`config.mk`:
```
export PLATFORM = sky130hd
export DESIGN_NAME = regfile_wb_ctrl
export DESIGN_NICKNAME = d
export VERILOG_FILES = /design/src/rtl/regfile_pkg.sv /design/src/rtl/wb_fifo.sv /design/src/rtl/regfile_wb_ctrl.sv
export SDC_FILE = /design/constraint.sdc
export NUM_CORES = 1
export LEC_CHECK = 0
export BUFFER_PORTS_ARGS = -buffer_cell sky130_fd_sc_hd__buf_2
export CORE_ASPECT_RATIO = 1.2
export CORE_UTILIZATION = 35
export DETAILED_ROUTE_END_ITERATION = 10
export SYNTH_ARGS = -nofsm -noshare
export SYNTH_HDL_FRONTEND = slang
export SYNTH_SLANG_ARGS = --single-unit
```
`constraint.sdc`:
```
create_clock -name Clk -period 2.2 [get_ports Clk]
set_input_delay 0.22 -clock Clk [delete_from_list [all_inputs] [get_ports Clk]]
set_output_delay 0.22 -clock Clk [all_outputs]
set_load 0.005 [all_outputs]
```
`src/rtl/regfile_pkg.sv`:
```
// Shared register-file constants, write-back FSM state encoding and request/forwarding types.
package regfile_pkg;

    localparam int RF_ADDR_W   = 5;
    localparam int RF_DATA_W   = 32;
    localparam int RF_NUM_REGS = 32;

    typedef enum logic [1:0] {
        ST_CLEAR = 2'd0,
        ST_RUN   = 2'd1,
        ST_DRAIN = 2'd2
    } wb_state_e;

    typedef struct packed {
        logic [RF_ADDR_W-1:0] addr;
        logic [RF_DATA_W-1:0] data;
    } wb_req_t;

    typedef struct packed {
        logic                 hit;
        logic [RF_DATA_W-1:0] data;
    } fwd_res_t;

endpackage

```
`src/rtl/wb_fifo.sv`:
```
// DEPTH x 37-bit synchronous write-request FIFO; exposes storage and read pointer for forwarding.
module wb_fifo
    import regfile_pkg::*;
#(
    parameter  int DEPTH = 4,
    localparam int PW    = $clog2(DEPTH),
    localparam int CW    = $clog2(DEPTH + 1)
) (
    input  logic          Clk,
    input  logic          Reset,
    input  logic          push,
    input  logic          pop,
    input  wb_req_t       din,
    output logic          full,
    output logic          empty,
    output logic [CW-1:0] count,
    output wb_req_t       entries [DEPTH],
    output logic [PW-1:0] rd_ptr
);

    logic [PW-1:0] wr_ptr;
    logic          do_push;
    logic          do_pop;

    assign full    = (count == CW'(DEPTH));
    assign empty   = (count == '0);
    assign do_push = push && !full;
    assign do_pop  = pop && !empty;

    // NOTE: storage carries no reset; only pointers and count define which entries are live.
    always_ff @(posedge Clk) begin
        if (do_push) entries[wr_ptr] <= din;
    end

    // NOTE: state updates use <= so every register samples pre-edge values regardless of order.
    always_ff @(posedge Clk or posedge Reset) begin
        if (Reset) begin
            wr_ptr <= '0;
            rd_ptr <= '0;
            count  <= '0;
        end else begin
            if (do_push) wr_ptr <= wr_ptr + PW'(1);
            if (do_pop)  rd_ptr <= rd_ptr + PW'(1);
            case ({do_push, do_pop})
                2'b10:   count <= count + CW'(1);
                2'b01:   count <= count - CW'(1);
                default: count <= count;
            endcase
        end
    end

endmodule

```
`src/rtl/regfile_wb_ctrl.sv`:
```
// Write-back controller feeding the 32x32 register file write port: FIFO buffering plus zeroing sweep.
// Optional combinational forwarding of pending writes is enabled with `define REGFILE_WB_FWD_EN.
module regfile_wb_ctrl
    import regfile_pkg::*;
#(
    parameter int DEPTH = 4
) (
    input  logic                 Clk,
    input  logic                 Reset,
    input  logic                 wb_valid,
    output logic                 wb_ready,
    input  logic [RF_ADDR_W-1:0] wb_addr,
    input  logic [RF_DATA_W-1:0] wb_data,
    input  logic                 clear_req,
    output logic                 busy,
    output logic [RF_ADDR_W-1:0] WriteRegister,
    output logic [RF_DATA_W-1:0] WriteData,
    output logic                 RegWrite
`ifdef REGFILE_WB_FWD_EN
    ,
    input  logic [RF_ADDR_W-1:0] fwd_addr1,
    input  logic [RF_ADDR_W-1:0] fwd_addr2,
    output logic                 fwd_hit1,
    output logic                 fwd_hit2,
    output logic [RF_DATA_W-1:0] fwd_data1,
    output logic [RF_DATA_W-1:0] fwd_data2
`endif
);

    localparam int PW = $clog2(DEPTH);
    localparam int CW = $clog2(DEPTH + 1);

    wb_state_e            state;
    logic [RF_ADDR_W-1:0] clr_cnt;
    logic                 push;
    logic                 pop;
    logic                 full;
    logic                 empty;
    logic [CW-1:0]        count;
    logic [PW-1:0]        rd_ptr;
    wb_req_t              entries [DEPTH];
    wb_req_t              head;

    assign wb_ready = (state == ST_RUN) && (count < CW'(DEPTH));
    assign busy     = (state != ST_RUN);
    // Register 0 is hard-wired downstream: complete the handshake but never queue it.
    assign push     = wb_valid && wb_ready && (wb_addr != '0);
    assign pop      = (state != ST_CLEAR) && !empty;
    assign head     = entries[rd_ptr];

    wb_fifo #(.DEPTH(DEPTH)) u_fifo (
        .Clk     (Clk),
        .Reset   (Reset),
        .push    (push),
        .pop     (pop),
        .din     ('{addr: wb_addr, data: wb_data}),
        .full    (full),
        .empty   (empty),
        .count   (count),
        .entries (entries),
        .rd_ptr  (rd_ptr)
    );

    always_ff @(posedge Clk or posedge Reset) begin
        if (Reset) begin
            state         <= ST_CLEAR;
            clr_cnt       <= '0;
            RegWrite      <= 1'b0;
            WriteRegister <= '0;
            WriteData     <= '0;
        end else begin
            case (state)
                ST_CLEAR: begin
                    RegWrite      <= 1'b1;
                    WriteRegister <= clr_cnt;
                    WriteData     <= '0;
                    clr_cnt       <= clr_cnt + RF_ADDR_W'(1);
                    if (clr_cnt == RF_ADDR_W'(RF_NUM_REGS - 1)) state <= ST_RUN;
                end
                ST_RUN, ST_DRAIN: begin
                    RegWrite <= pop;
                    if (pop) begin
                        WriteRegister <= head.addr;
                        WriteData     <= head.data;
                    end
                    if (state == ST_RUN && clear_req) begin
                        state <= ST_DRAIN;
                    end else if (state == ST_DRAIN && empty) begin
                        state   <= ST_CLEAR;
                        clr_cnt <= '0;
                    end
                end
                default: state <= ST_CLEAR;
            endcase
        end
    end

    // wb_ready already excludes the full case; a push into a full FIFO would silently drop data.
    push_never_full: assert property (@(posedge Clk) disable iff (Reset) !(push && full));

`ifdef REGFILE_WB_FWD_EN
    // Later matches override earlier ones, so the youngest pending write wins.
    function automatic fwd_res_t fwd_lookup(input logic [RF_ADDR_W-1:0] addr);
        fwd_res_t res;
        // NOTE: every result field is given a value up front so no path leaves it latched.
        res = '0;
        if (addr != '0) begin
            if (state == ST_CLEAR && addr < clr_cnt) res.hit = 1'b1;
            if (RegWrite && WriteRegister == addr) begin
                res.hit  = 1'b1;
                res.data = WriteData;
            end
            for (int i = 0; i < DEPTH; i++) begin
                if (CW'(i) < count && entries[rd_ptr + PW'(i)].addr == addr) begin
                    res.hit  = 1'b1;
                    res.data = entries[rd_ptr + PW'(i)].data;
                end
            end
        end
        return res;
    endfunction

    fwd_res_t fwd1;
    fwd_res_t fwd2;

    always_comb begin
        fwd1 = fwd_lookup(fwd_addr1);
        fwd2 = fwd_lookup(fwd_addr2);
    end

    assign fwd_hit1  = fwd1.hit;
    assign fwd_data1 = fwd1.data;
    assign fwd_hit2  = fwd2.hit;
    assign fwd_data2 = fwd2.data;
`endif

endmodule

```
; Word level (Yosys, flattened, before mapping)
; Index checks and enable logic that the tools add are counted.
[classes]
muxes = 19
n_eq_ne = 12
order_cmp = 4
bitwise = 2
reduce_logical = 21
addsub = 5
[op_table]
columns = operator, count
row1 = bitwise mux 148 bit, 1
row2 = 2-to-1 mux 37 bit, 3
row3 = binary-select mux 37 bit (select 2 bit), 1
row4 = demux 37 bit (select 2 bit), 1
row5 = case mux 32 bit (2 select lines), 1
row6 = 2-to-1 mux 32 bit, 1
row7 = case mux 5 bit (2 select lines), 2
row8 = 2-to-1 mux 5 bit, 3
row9 = logical AND 1 bit, 9
row10 = greater-or-equal comparator 3 bit (second input constant), 2
row11 = 2-to-1 mux 2 bit, 3
row12 = != test 2 bit (second input constant), 3
row13 = NOT 2 -> 3 bit, 2
row14 = case mux 3 bit (2 select lines), 1
row15 = nonzero test 2 bit, 3
row16 = adder 5 x 1 -> 5 bit (second input constant), 1
row17 = equality test 5 bit (second input constant), 1
row18 = nonzero test 5 bit, 1
row19 = adder 2 x 1 -> 2 bit (second input constant), 2
row20 = equality test 2 x 1 -> 1 bit (second input constant), 2
row21 = equality test 2 bit (second input constant), 2
row22 = != test 2 x 1 -> 1 bit (second input constant), 2
row23 = case mux 2 bit (2 select lines), 1
row24 = AND reduction 2 bit, 2
row25 = other kinds (12), 13
[word_totals]
input_bits = 41
wordCells = 79
out_inout_bits = 40
register_bits = 200

; Longest topological paths before layout
[logic_depth]
ltp_word = 7
depth_mapped = 11
mapped_depth_nobuf = 11

; By module
; A second synthesis with hierarchy kept.
[hier_totals]
hier_cells = 385
area_unflattened_um2 = 7727.4
[by_module_without_submodules]
columns = module, seq_area_each_um2, instances, cells_per_inst, area_each_um2
row1 = wb_fifo, 4619.4, 1, 186, 4888.4
row2 = regfile_wb_ctrl, 1126.1, 1, 199, 2839.0

; Worst setup path after synthesis
; OpenSTA, ideal clock, no wires.
[synth_timing]
path_kind = register to register
start = reg state[1]
end = reg, netlist name u_fifo.entries[0]
period_less_slack_ns = 2.464
stages_incl_launch_ff = 6
t_required_ns = 1.802
setup_ns = 0.398
slack_ns = -0.264
path_buffers = 0
arrival_time_ns = 2.067
cell_sequence = dfrtp_1 -> inv_1 -> ha_1 -> nor2b_1 -> o211a_1 -> and2_1
[synth_between]
elab_chain_len = 5
[synth_lines]
columns = item, line
row1 = start: declaration, regfile_wb_ctrl.sv:33  ; wb_state_e state;
row2 = start signal: assignment, regfile_wb_ctrl.sv:66  ; state <= ST_CLEAR;
row3 = start signal: assignment, regfile_wb_ctrl.sv:78  ; if (clr_cnt == RF_ADDR_W'(RF_NUM_REGS - 1)) state <= ST_RUN;
row4 = start signal: assignment, regfile_wb_ctrl.sv:87  ; state <= ST_DRAIN;
row5 = equality test 2 x 1 -> 1 bit, regfile_wb_ctrl.sv:44  ; assign wb_ready = (state == ST_RUN) && (count < CW'(DEPTH));
row6 = logical AND 1 bit, regfile_wb_ctrl.sv:44
row7 = named net wb_ready, regfile_wb_ctrl.sv:11  ; output logic wb_ready,
row8 = logical AND 1 bit (2 in series), regfile_wb_ctrl.sv:47  ; assign push = wb_valid && wb_ready && (wb_addr != '0);
row9 = logical AND 1 bit, wb_fifo.sv:27  ; assign do_push = push && !full;
; The timed path passes the listed nets, and every way through them passes these cells.
; A chain may end at the register's enable or synchronous reset.

; Worst setup path in the final report
[layout_timing]
start = reg state[0]
end = reg u_fifo.count[2]
[layout_between]
elab_chain_len = 7
word_cells_on_any_way = 12
cone_classes = 3 x eq/ne / 1 x mux / 8 x reduce/logical
[layout_lines]
columns = item, line
row1 = equality test 2 x 1 -> 1 bit, regfile_wb_ctrl.sv:44
row2 = logical AND 1 bit, regfile_wb_ctrl.sv:44
row3 = logical AND 1 bit (2 in series), regfile_wb_ctrl.sv:47
row4 = logical AND 1 bit, wb_fifo.sv:27
row5 = equality test 2 x 1 -> 1 bit or equality test 2 bit (tied branches), wb_fifo.sv:44  ; case ({do_push, do_pop})
row6 = case mux 3 bit (2 select lines) or nonzero test 2 bit (tied branches), n/a
row7 = end signal: assignment, wb_fifo.sv:45  ; 2'b10: count <= count + CW'(1);
row8 = end signal: assignment, wb_fifo.sv:46  ; 2'b01: count <= count - CW'(1);
row9 = end signal: assignment, wb_fifo.sv:47  ; default: count <= count;
row10 = end: declaration, wb_fifo.sv:16  ; output logic [CW-1:0] count,
; Parallel ways exist; a longest one is shown, timed or not.

==> reports/qor.tcl <==
set qor(status) {complete, no violations}
set qor(synth_nets) 434
set qor(synth_seq_area_share_pct) 75.1
set qor(min_period_over_period_pct) 94.6
set qor(grt_max_degree) 28
set qor(hold_end) {u_fifo.entries[84]}
set qor(number_of_cells_traversed_by_the_worst_hold_path) 1
set qor(worstRegToRegCells) 10
set qor(critical_path.max_fanout) 5
set qor(synth-edff-count) 148
set qor(clock-sinks) 200
set qor(min-delay-path-class) {primary input to flop}
set qor(insertedDiodeCount) 0
set qor(placedCellCount) 743
set qor(detailroute.via_count) 4093
set qor(post_synth_instance_area_um2) 7650
set qor(hold_start) {wb_data[10]}
set qor(cell_internal_pwr_mw) 7.23
set qor(grt_usage_pct) 15.2
set qor(postSynth.asyncResetShare_pct) 26.0
set qor(clock_power_share_pct) 31.0
set qor(drt_iter0_markers) 162
set qor(timing_hold_violations_final) 0
set qor(cts_tree) {yes}
set qor(leading_cell_type_in_the_layout_fill_and_taps_excluded) {edfxtp_1}
set qor(peakVddDrop_mv) 0.598
set qor(finalNetCount) 575
set qor(initial_core_util_pct) 36.1
set qor(remaining_drc_errors) 0
set qor(via_count_of_the_first_global_routing_pass) 4351
set qor(dr.pass1.iters) 4
set qor(finalMaxSlewViolations) 0
set qor(worstSkewPairLatency_ns) 0.44
set qor(synthesis.area_per_instance_um2) 20.1
set qor(clk_pin_slew_worst_paths_ns) 0.08
set qor(cts-htree-levels) 4
set qor(grt-ovfl-total) 0
set qor(worstSetupPathType) {flop to flop}
set qor(io_buffer_count) 80
set qor(synth.area.top_cells) {edfxtp_1, dfrtp_1, mux4_2, a22o_1, ha_1}
set qor(fp.dieH_um) 164
set qor(cpMaxStageDelayCell) {dfrtp_2}
set qor(fp.dieArea_um2) 22500
set qor(cp_data_arrival_time_ns) 2.43
set qor(sw_frac_of_total_pct) 29.8
set qor(share_comb_of_total_power_pct) 25.8
set qor(detail_route.vias_per_cell) 5.08
set qor(gp_congestion) 0.815
set qor(synth_cells) 381
set qor(place.detailed.hpwl_mm) 10.1
set qor(worst_pin_slew_ns) 0.710
set qor(synth.ff_latch_count) 200
set qor(avgRoutedWirePerCell_um) 19.8
set qor(finish.cell_count_without_fillers) 805
set qor(final-setup-viol-count) 0
set qor(synthToLayoutAreaGrowth_pct) 25.5
set qor(root_buffer) {clkbuf_16}
set qor(critical_path.reg2reg.endpoint) {u_fifo.count[2]}
set qor(setup.reg_to_reg.worst_slack_ns) 0.12
set qor(ant_nets) 0
set qor(switching_power_mw) 3.07
set qor(power_leakage_nw) 3.65
set qor(cap_viol_max_count) 0
set qor(cell_breakdown_of_the_critical_path) {ha_4 > nor2b_1 > o211a_1 > inv_1 > ha_2 > inv_1 > fa_2 > xor2_1 > nor2_1 > xor2_1}
set qor(longest_individual_stage_delay_on_the_worst_path_ns) 0.44
set qor(cts-buffers-inserted) 17
set qor(worst_slew_margin_rel_pct) 52.6
set qor(total_power_consumption_of_the_routed_design_mw) 10.3
set qor(layout-drive-gt1-share_pct) 37.9
set qor(grt_antenna_before_repair) 0
set qor(yosys.area.top_type) {edfxtp_1}
set qor(max_clock_freq_ghz) 0.480
set qor(sequential_cell_area_um2) 5750
set qor(critical_path.reg2reg.startpoint) {state[0]}
set qor(synth_ff_type) {edfxtp_1}
set qor(mostFrequentLayoutCells) {edfxtp_1, buf_2, dfrtp_1}
set qor(cell_area_power_density_nw_per_um2) 1070
set qor(required_ns) 2.55
set qor(multi_input_area_um2) 1830
set qor(wire_length_of_the_first_global_routing_pass_mm) 24.5
set qor(yosys_warnings) 0
set qor(number_of_inserted_filler_cells_in_the_final_layout) 1841
set qor(clockBufferDepth) 2
set qor(finalClockSkew_ns) 0.0131
set qor(p_seq_share_pct) 43.1
set qor(num_rows) 58
set qor(timing.critical_path.from_type) {flop}
set qor(synth_top_cell_area_share_pct) 58.1
set qor(minimum_clock_period_ns) 2.08
set qor(io_pins) 81
set qor(synth.distinct_cells) 36
set qor(end_kind) {flop}
set qor(wirelength_mm) 16.0
set qor(floorplan.die.width_um) 137
set qor(core-area_um2) 21200
sequential cells by signal (all words and copies together) (netlist names), 2 cells and up:
| signal | cells |
|---|---|
| WriteData | 32 |
| state | 2 |
| u_fifo.wr_ptr | 2 |
| WriteRegister | 5 |
| u_fifo.entries | 148 |
| u_fifo.count | 3 |
| u_fifo.rd_ptr | 2 |
| clr_cnt | 5 |
power by group through the flow:
stage / registers (mW) / logic [mW] / clock network (mW)
global route: 4.47 / 2.92 / 3.39
global placement: 4.52 / 2.57 / 0
detailed placement: 4.53 / 2.64 / 0
floorplan: 4.47 / 1.84 / 0
CTS: 4.44 / 2.71 / 3.26
finish: 4.44 / 2.66 / 3.20
cell usage after synthesis, drive strengths merged, types with 2 or more instances:
cell,instances
a21oi,2
a22o,32
and2,4
and3,2
buf,8
clkbuf,8
dfrtp,52
edfxtp,148
ha,11
inv,11
mux2,10
mux2i,8
mux4,33
nand2,3
nand2b,8
nor2,6
nor2b,4
nor3,2
o21ai,2
o221ai,6
o2bb2ai,2
xnor2,2
xor2,5
metrics by stage:
step	setup TNS, ns	worst slack (ns)	hold slack [ns]	cell area [um^2]	utilization [%]
after floorplan	0	0.104	0.319	7660	-
final	0	0.118	0.0198	9600	45.3
after detailed placement	-0.140	-0.140	0.377	8660	40.9
after global routing	-0.00247	-0.00247	0.00660	9600	45.3
after CTS	0	0.0114	0.00199	9580	45.2
after global placement	-0.0403	-0.0403	0.374	8660	40.9
routing by layer:
layer	global-route usage (%)	wire length, um	vias up
met5	0	0	-
met4	5.69	287	0
met3	3.18	522	21
met2	26.8	8440	86
met1	17.9	6720	2171
li1	-	-	1815
critical path: cells and delay by family (launching register included):
kind,cells,cell delay [ns]
xor gates and xnor gates,2,0.32
AOI/OAI and AO/OA,1,0.14
and+or+nand+nor,2,0.29
buffers and inverters,2,0.12
DFF,1,0.44
adders and majority gates,3,0.68
cell type report:
cell class | instances | share of cell area, %
Clock buffer | 17 | 4.43
Inverter | 11 | 0.430
Sequential cell | 200 | 59.9
Clock inverter | 15 | 2.08
Multi-Input combinational cell | 154 | 19.0
Tap cell | 270 | 3.52
Timing Repair Buffer | 138 | 10.6
how the worst max path moves through the flow:
stage                    start               to  slack, ns
floorplan           wb_addr[0]  u_fifo.count[2]       0.10
global placement    wb_addr[0]  u_fifo.count[2]      -0.04
detailed placement  wb_addr[0]  u_fifo.count[2]      -0.14
CTS                   state[0]  u_fifo.count[2]       0.01
global route          state[1]  u_fifo.count[2]     -0.002
finish                state[0]  u_fifo.count[2]       0.12
cell families (layout without fill, tap and decap cells):
kind of cell    Yosys count  in the layout  synth area share, %
compound gates           51             51                 5.82
simple gates             33             33                 2.57
xor+xnor                  7              7                0.801
flops                   200            200                 75.1
buf+inv                  27            181                 1.46
fa+ha+maj                12             12                 2.06
mux                      51             51                 12.2
timing repair:
action | 4_1_cts | 5_1_grt
hold endpoints to repair | 130 | 0
buffers inserted | 1 | 1
setup endpoints to repair | 1 | 2
cloned | 0 | 0
resized for setup | 1 | 6
hold buffers | 28 | 0
pin swaps | 0 | 3
Note: power is estimated with default switching activity, not from simulation.
